<file path="config.mk">
export PLATFORM = sky130hd
export DESIGN_NAME = cache_req_arbiter
export DESIGN_NICKNAME = d
export VERILOG_FILES = /design/src/rtl/cache_req_arbiter.sv
export SDC_FILE = /design/constraint.sdc
export NUM_CORES = 1
export LEC_CHECK = 0
export CORE_AREA = 2 2 250 252
export DETAILED_ROUTE_END_ITERATION = 6
export DIE_AREA = 0 0 252 254
export GPL_ROUTABILITY_DRIVEN = 0
export PLACE_DENSITY_LB_ADDON = 0.25
export SETUP_SLACK_MARGIN = 0.05
export SKIP_LAST_GASP = 1
export SLEW_MARGIN = 20
export SYNTH_ARGS = -nofsm -noshare
export SYNTH_HDL_FRONTEND = slang
export SYNTH_SLANG_ARGS = --single-unit
export TNS_END_PERCENT = 5
</file>
<file path="constraint.sdc">
create_clock -name clk -period 2.2 [get_ports clk]
set_clock_uncertainty 0.15 [all_clocks]
set_input_delay 0.22 -clock clk [delete_from_list [all_inputs] [get_ports clk]]
set_output_delay 0.22 -clock clk [all_outputs]
set_load 0.03 [all_outputs]
</file>
<file path="src/rtl/cache_req_arbiter.sv">
// Round-robin arbiter sharing one cache request/response port between NUM_REQ requesters,
// one transaction in flight. Optional response watchdog: define CACHE_ARB_TIMEOUT_EN.
module cache_req_arbiter #(
    parameter int NUM_REQ     = 4,
    parameter int ADDR_W      = 32,
    parameter int DATA_W      = 64,
    parameter int TIMEOUT_CYC = 1024,
    localparam int ID_W       = (NUM_REQ > 1) ? $clog2(NUM_REQ) : 1
) (
    input  logic                      clk,
    input  logic                      rst,
    input  logic [NUM_REQ-1:0]        req_valid,
    output logic [NUM_REQ-1:0]        req_ready,
    input  logic [NUM_REQ-1:0]        req_we,
    input  logic [NUM_REQ*ADDR_W-1:0] req_addr,
    input  logic [NUM_REQ*DATA_W-1:0] req_wdata,
    output logic [NUM_REQ-1:0]        rsp_valid,
    output logic [DATA_W-1:0]         rsp_rdata,
    output logic                      c_req_valid,
    input  logic                      c_req_ready,
    output logic                      c_req_we,
    output logic [ADDR_W-1:0]         c_req_addr,
    output logic [DATA_W-1:0]         c_req_wdata,
    input  logic                      c_rsp_valid,
    input  logic [DATA_W-1:0]         c_rsp_rdata,
    output logic                      busy,
    output logic [ID_W-1:0]           grant_id,
    output logic                      timeout_err,
    output logic [1:0]                dbg_state
);

    typedef enum logic [1:0] {
        S_IDLE  = 2'd0,
        S_ISSUE = 2'd1,
        S_WAIT  = 2'd2
    } state_t;

    state_t                r_state;
    state_t                w_state_nxt;
    logic [ID_W-1:0]       r_rr_ptr;
    logic [ID_W-1:0]       r_grant_id;
    logic                  r_c_we;
    logic [ADDR_W-1:0]     r_c_addr;
    logic [DATA_W-1:0]     r_c_wdata;
    logic [NUM_REQ-1:0]    r_rsp_valid;
    logic [DATA_W-1:0]     r_rsp_rdata;

    logic [2*NUM_REQ-1:0]  w_rot;
    logic                  w_found;
    logic [ID_W-1:0]       w_win_id;
    logic [NUM_REQ-1:0]    w_win_oh;
    logic [NUM_REQ-1:0]    w_gnt_oh;
    logic                  w_sel_we;
    logic [ADDR_W-1:0]     w_sel_addr;
    logic [DATA_W-1:0]     w_sel_wdata;
    logic                  w_hs;
    logic                  w_done_ok;
    logic                  w_to_hit;
    logic                  w_finish;
    logic [ID_W-1:0]       w_next_ptr;
    int                    v_sum;

    // Rotate requests so bit 0 is rr_ptr; the lowest set bit wins.
    always_comb begin
        w_rot    = {req_valid, req_valid} >> r_rr_ptr;
        w_found  = 1'b0;
        w_win_id = '0;
        v_sum    = 0;
        for (int k = NUM_REQ - 1; k >= 0; k--) begin
            if (w_rot[k]) begin
                v_sum = int'(r_rr_ptr) + k;
                if (v_sum >= NUM_REQ) v_sum = v_sum - NUM_REQ;
                w_found  = 1'b1;
                w_win_id = ID_W'(v_sum);
            end
        end
    end

    always_comb begin
        w_win_oh    = '0;
        w_gnt_oh    = '0;
        w_sel_we    = 1'b0;
        w_sel_addr  = '0;
        w_sel_wdata = '0;
        for (int j = 0; j < NUM_REQ; j++) begin
            w_win_oh[j] = (w_win_id == ID_W'(j));
            w_gnt_oh[j] = (r_grant_id == ID_W'(j));
            if (w_win_id == ID_W'(j)) begin
                w_sel_we    = req_we[j];
                w_sel_addr  = req_addr[j*ADDR_W +: ADDR_W];
                w_sel_wdata = req_wdata[j*DATA_W +: DATA_W];
            end
        end
    end

    // Handshakes: a transfer happens in any cycle where valid and ready are both high;
    // requester side uses req_valid/req_ready (ready only in IDLE), cache side c_req_valid/c_req_ready.
    assign w_hs       = (r_state == S_IDLE) && w_found;
    assign w_done_ok  = (r_state == S_WAIT) && c_rsp_valid;
    assign w_finish   = w_done_ok || w_to_hit;
    assign w_next_ptr = (r_grant_id == ID_W'(NUM_REQ - 1)) ? '0 : r_grant_id + ID_W'(1);

    always_comb begin
        w_state_nxt = r_state;
        case (r_state)
            S_IDLE:  if (w_hs)        w_state_nxt = S_ISSUE;
            S_ISSUE: if (c_req_ready) w_state_nxt = S_WAIT;
            S_WAIT:  if (w_finish)    w_state_nxt = S_IDLE;
            default:                  w_state_nxt = S_IDLE;
        endcase
    end

    always_ff @(posedge clk) begin
        if (rst) r_state <= S_IDLE;
        else     r_state <= w_state_nxt;
    end

    always_ff @(posedge clk) begin
        if (rst) begin
            r_rr_ptr    <= '0;
            r_grant_id  <= '0;
            r_c_we      <= 1'b0;
            r_c_addr    <= '0;
            r_c_wdata   <= '0;
            r_rsp_valid <= '0;
            r_rsp_rdata <= '0;
        end else begin
            r_rsp_valid <= '0;
            if (w_hs) begin
                r_c_we     <= w_sel_we;
                r_c_addr   <= w_sel_addr;
                r_c_wdata  <= w_sel_wdata;
                r_grant_id <= w_win_id;
            end
            if (w_finish) begin
                r_rsp_valid <= w_gnt_oh;
                r_rsp_rdata <= w_done_ok ? c_rsp_rdata : '0;
                r_rr_ptr    <= w_next_ptr;
            end
        end
    end

`ifdef CACHE_ARB_TIMEOUT_EN
    localparam int TO_W = $clog2(TIMEOUT_CYC + 1);
    logic [TO_W-1:0] r_to_cnt;
    logic            r_timeout_err;

    // A response in the expiry cycle wins over the watchdog.
    assign w_to_hit = (r_state == S_WAIT) && !c_rsp_valid &&
                      (r_to_cnt == TO_W'(TIMEOUT_CYC - 1));

    always_ff @(posedge clk) begin
        if (rst) begin
            r_to_cnt      <= '0;
            r_timeout_err <= 1'b0;
        end else begin
            if (r_state != S_WAIT)  r_to_cnt <= '0;
            else if (!c_rsp_valid)  r_to_cnt <= r_to_cnt + TO_W'(1);
            if (w_to_hit)           r_timeout_err <= 1'b1;
        end
    end

    assign timeout_err = r_timeout_err;
`else
    assign w_to_hit    = 1'b0;
    assign timeout_err = 1'b0;
`endif

    assign req_ready   = w_hs ? w_win_oh : '0;
    assign c_req_valid = (r_state == S_ISSUE);
    assign c_req_we    = r_c_we;
    assign c_req_addr  = r_c_addr;
    assign c_req_wdata = r_c_wdata;
    assign rsp_valid   = r_rsp_valid;
    assign rsp_rdata   = r_rsp_rdata;
    assign busy        = (r_state != S_IDLE);
    assign grant_id    = r_grant_id;
    assign dbg_state   = r_state;

endmodule

</file>
# Yosys cells after proc, flatten, opt, wreduce, memory -nomap -nowiden
# Cells that the tools add are included.
# op_classes
add_sub_neg	8
magnitude_cmp	4
eq_ne	11
shift	1
n_mux	30
n_bitwise	1
n_reduce_logical	8
# ops
op	count
$mux W64	4
$mux W32	4
$mux W2	12
$eq A2 B2 Y1 const B	5
$ge A3 B3 Y1 const B	3
$mux W1	8
$shr A8 B2 Y4	1
$sub A2 B1 Y2 const B	4
$add A2 B2 Y3 const B	2
$eq A2 B1 Y1 const B	3
$logic_not A2 Y1	3
$pmux W2 S3	1
$mux W4	1
$ne A2 B2 Y1 const B	2
$add A2 B1 Y3 const B	1
$ge A2 B3 Y1 const B	1
$reduce_and A3 Y1	1
$add A2 B1 Y2 const B	1
$logic_and A1 B1 Y1	2
$ne A2 B1 Y1 const B	1
$reduce_bool A2 Y1	1
$reduce_or A2 Y1	1
$not A1 Y1	1
# word_totals
register_bits	171
inputBits	460
out_inout_bits	176
wordCells	71

# Longest topological paths before layout
# depth
ltp_word	12
mapped_depth	8
depth_no_buf	5

# Least setup slack after synthesis
# OpenSTA, ideal clock, no wires.
# synth_path
kind	reg2out
startpoint	register r_state[1], in the netlist dbg_state[1]
endpoint	output req_ready[0]
arrival_time_ps	2274
slack_ps	-444
stages_incl_launch_ff	6
path_buffers	2
path_cell_list	dfxtp_1 or2_1 or2_2 buf_2 clkbuf_1 nor3b_1
# synth_between
elab_chain_cells	3
# synth_rtl
element	line	source
start: declaration	38	state_t r_state;
start signal: assignment	115	else r_state <= w_state_nxt;
$logic_not A2 Y1	98	assign w_hs = (r_state == S_IDLE) && w_found;
$logic_and A1 B1 Y1	98	
$mux W4	169	assign req_ready = w_hs ? w_win_oh : '0;
end: declaration	13	output logic [NUM_REQ-1:0] req_ready,
# Every way passes these cells.

# Final worst setup path
# layout_path
startpoint	register r_rr_ptr[1]
endpoint	output req_ready[1]
# layout_between
elab_chain_cells	9
word_cells_on_any_way	27
cone_classes	add/sub: 7; order compare: 4; eq/ne: 1; shift: 1; mux: 13; reduce/logical: 1
# layout_rtl
element	line	source
start: declaration	40	logic [ID_W-1:0] r_rr_ptr;
start signal: assignment	138	r_rr_ptr <= w_next_ptr;
$add A2 B2 Y3	71	v_sum = int'(r_rr_ptr) + k;
$ge A3 B3 Y1 / $sub A2 B1 Y2 (equally long branches)	72	if (v_sum >= NUM_REQ) v_sum = v_sum - NUM_REQ;
$mux W2	72	
$mux W2 (4 in series)	70	if (w_rot[k]) begin
$eq A2 B1 Y1	86	w_win_oh[j] = (w_win_id == ID_W'(j));
$mux W4 (*)	169	
# Every way passes the cells marked *; elsewhere a longest branch is shown, timed or not.

==> results.json <==
{
  "timing.max_slew.rel_slack_pct": 43.7,
  "synth-seq-cells": 171,
  "cts_hold_buf": 0,
  "drtPass1Iterations": 5,
  "final_area_sq_um": 18100,
  "global_route.overflow_total": 0,
  "achievable-frequency_ghz": 0.443,
  "synth-async-reset-ratio_pct": 0,
  "hold_viol": 0,
  "run_status": "finished with violations",
  "post_drt_via_cell_ratio": 4.31,
  "drc": 0,
  "path_clk_slew_ps": 80,
  "inserted_clock_buffers": 17,
  "filler_cell_count_in_the_final_layout": 6421,
  "cellPowerDensity_nw_per_um2": 567,
  "cp_data_arrival_time_ps": 1890,
  "multi_input_gate_area_sq_um": 5190,
  "synth_top_cell_by_area": "sky130_fd_sc_hd__dfxtp_1",
  "first_global_vias": 11600,
  "layout-area-overhead-vs-synth_pct": 100,
  "clock_latency_ps": 490,
  "place_ws_ps": -480,
  "required_ps": 1830,
  "core_region_area_sq_um": 61300,
  "placedInstanceArea_sq_um": 17200,
  "reg2reg_from": "r_rr_ptr[1]",
  "io_buffers": 634,
  "highest_fanout_seen_on_the_critical_path": 4,
  "synth.top_cells.by_area": "sky130_fd_sc_hd__dfxtp_1 (38%), sky130_fd_sc_hd__nand2_1 (8.8%), sky130_fd_sc_hd__mux2i_1 (8.6%), sky130_fd_sc_hd__a21o_1 (6.6%), sky130_fd_sc_hd__o211ai_1 (5.0%)",
  "grt_use_total_pct": 15.4,
  "post_route_cells_drive_above_1_share_pct": 11.9,
  "cts.sink_count": 171,
  "timing.critical_path.from_type": "register",
  "maximum_number_of_pins_on_one_net_before_global_route_repair": 75,
  "dp.final_hpwl_mm": 38.8,
  "pin_count": 636,
  "critical_path.startpoint": "r_rr_ptr[1]",
  "postSynthCellCount": 1117,
  "antenna_found_initial": 4,
  "setup_ws_ps": -58.2,
  "h-tree-depth": 4,
  "regArea_sq_um": 3430,
  "layout_min_cycle_time_ps": 2260,
  "mostFrequentLayoutCells": "sky130_fd_sc_hd__clkdlybuf4s50_1 (626), sky130_fd_sc_hd__nand2_1 (211), sky130_fd_sc_hd__dfxtp_1 (168)",
  "grt_pass1_wl_mm": 73.4,
  "cts_buffer_depth": 2,
  "cts.root.buffer_cell": "sky130_fd_sc_hd__clkbuf_16",
  "min_path_cells": 3,
  "detail_route.iter0.violations": 603,
  "ir_drop_mv": 0.587,
  "setup_viol_count_final": 6,
  "totalWireLength_mm": 51.4,
  "placed_cells": 2547,
  "layout.cells.non_filler": 2597,
  "final-max-slew-violation-count": 0,
  "timing_worst_slew_pin_value_ps": 844,
  "synth-main-ff-cell": "sky130_fd_sc_hd__dfxtp_1",
  "routed-via-count": 11200,
  "finalCritPeriodShare_pct": 103,
  "synth.yosys.seq_area_share_pct": 37.9,
  "worst_setup_path_end_kind": "output port",
  "clock_tree_from_tritoncts": "yes",
  "rows": 91,
  "grt_setup_unrepaired": "yes",
  "leakage_nw": 6.55,
  "antenna_violating_nets_post_route": 0,
  "routedWlPerCell_um": 19.8,
  "die_width_um": 252,
  "yosys_warnings": 0,
  "worst-r2r-setup-slack_ps": -60,
  "synth.top_cell.area_share_pct": 37.9,
  "worstHoldPathType": "in -> reg",
  "maxcap_viol_count": 0,
  "floorplan.die_area_sq_um": 64000,
  "number_of_enable_type_register_cells_in_the_synthesized_netlist": 0,
  "synth.distinct_cells": 40,
  "finish.utilization_pct": 29.5,
  "start_util_pct": 14.8,
  "crit_type": "reg -> out",
  "die_outline_height_um": 254,
  "rr_endpoint": "c_req_addr[28]",
  "total_number_of_nets_in_the_final_design": 2256,
  "setup.worst_path.end": "req_ready[1]",
  "layout_commonest_cell": "sky130_fd_sc_hd__clkdlybuf4s50_1",
  "syn_area_sq_um": 9040,
  "synth_fp_nets": 1581,
  "syn_avg_cell_area_sq_um": 8.09,
  "worst_r2r_path_depth": 7,
  "failed_checks": "negative setup slack"
}
registers in the layout, summed over array words and instances, names as in the netlist:
signal,flops
c_req_wdata,64
rsp_rdata,64
c_req_addr,32
rsp_valid,4
dbg_state,2
grant_id,2
r_rr_ptr,2
c_req_we,1
metal layers:
metal / wire, um / track usage (%)
met5: 31 / 0
met3: 2880 / 3.87
met1: 20900 / 17.8
met2: 26600 / 27.6
met4: 1060 / 5.12
through the flow:
step	hold WS [ps]	setup TNS, ps	power, mW
after floorplan	206	-207	5.04
after global placement	291	-31640	7.08
after detailed placement	297	-34840	7.08
after CTS	64.2	-395	10.4
after global routing	85.8	-1590	10.8
final	120	-197	10.2
cells by family after synthesis:
family | share of synthesized area, %
and+or+nand+nor | 20.5
buffers and inverters | 6.11
muxes | 8.64
AOI/OAI and AO/OA | 26.3
other | 0.0415
DFF | 37.9
adders and majority gates | 0.554
worst min path at each step:
| stage | to | slack, ps | start |
|---|---|---|---|
| floorplan | rsp_rdata[0] | 210 | c_rsp_rdata[0] |
| global placement | rsp_rdata[61] | 290 | rsp_rdata[61] |
| detailed placement | rsp_rdata[28] | 300 | rsp_rdata[28] |
| CTS | rsp_rdata[38] | 60 | c_rsp_rdata[38] |
| global route | rsp_rdata[57] | 90 | c_rsp_rdata[57] |
| finish | rsp_rdata[51] | 120 | c_rsp_rdata[51] |
power breakdown:
part | internal [mW] | total, mW | switching, mW | leakage (nW)
logic | 1.89 | 3.59 | 1.70 | 4.86
clock network | 1.56 | 3.14 | 1.58 | 0.287
registers | 3.35 | 3.50 | 0.150 | 1.40
synth_stat cells, drive strengths merged, types with 2 or more instances:
cell / n
buf: 37
and3: 19
nor2: 7
mux2i: 78
nand2: 214
clkbuf: 76
o211ai: 78
nand2b: 20
o41ai: 19
nor2b: 4
nand3: 80
a21o: 79
ha: 4
inv: 3
or2: 2
nor3b: 5
nor3: 22
dfxtp: 171
a211oi: 20
nor4: 21
a21oi: 70
o21ai: 80
a211o: 2
cell type report:
cell class                 instances  area share (%)
antenna                            2          0.0277
clock buffer                      19            2.51
clock inverter                    13           0.713
inverter                           3          0.0623
multi-input combinational        830            28.7
sequential                       171            19.0
tap                              790            5.47
timing repair buffer             769            43.5
critical path, cell delays in order, from the launching register on:
cell and delay [ps]:
sky130_fd_sc_hd__dfxtp_2 370, sky130_fd_sc_hd__nand2_1 60, sky130_fd_sc_hd__a211o_1 320, sky130_fd_sc_hd__buf_4 170, sky130_fd_sc_hd__buf_4 150, sky130_fd_sc_hd__a21oi_4 180, sky130_fd_sc_hd__buf_12 140
what timing repair did:
action | in CTS | in global routing
pin swaps | 12 | 2
setup endpoints to repair | 72 | 96
hold endpoints to repair | 0 | 0
setup buffers | 13 | 0
resized for setup | 26 | 4
cloned | 2 | 2
Power figures use the tool's default switching activity.
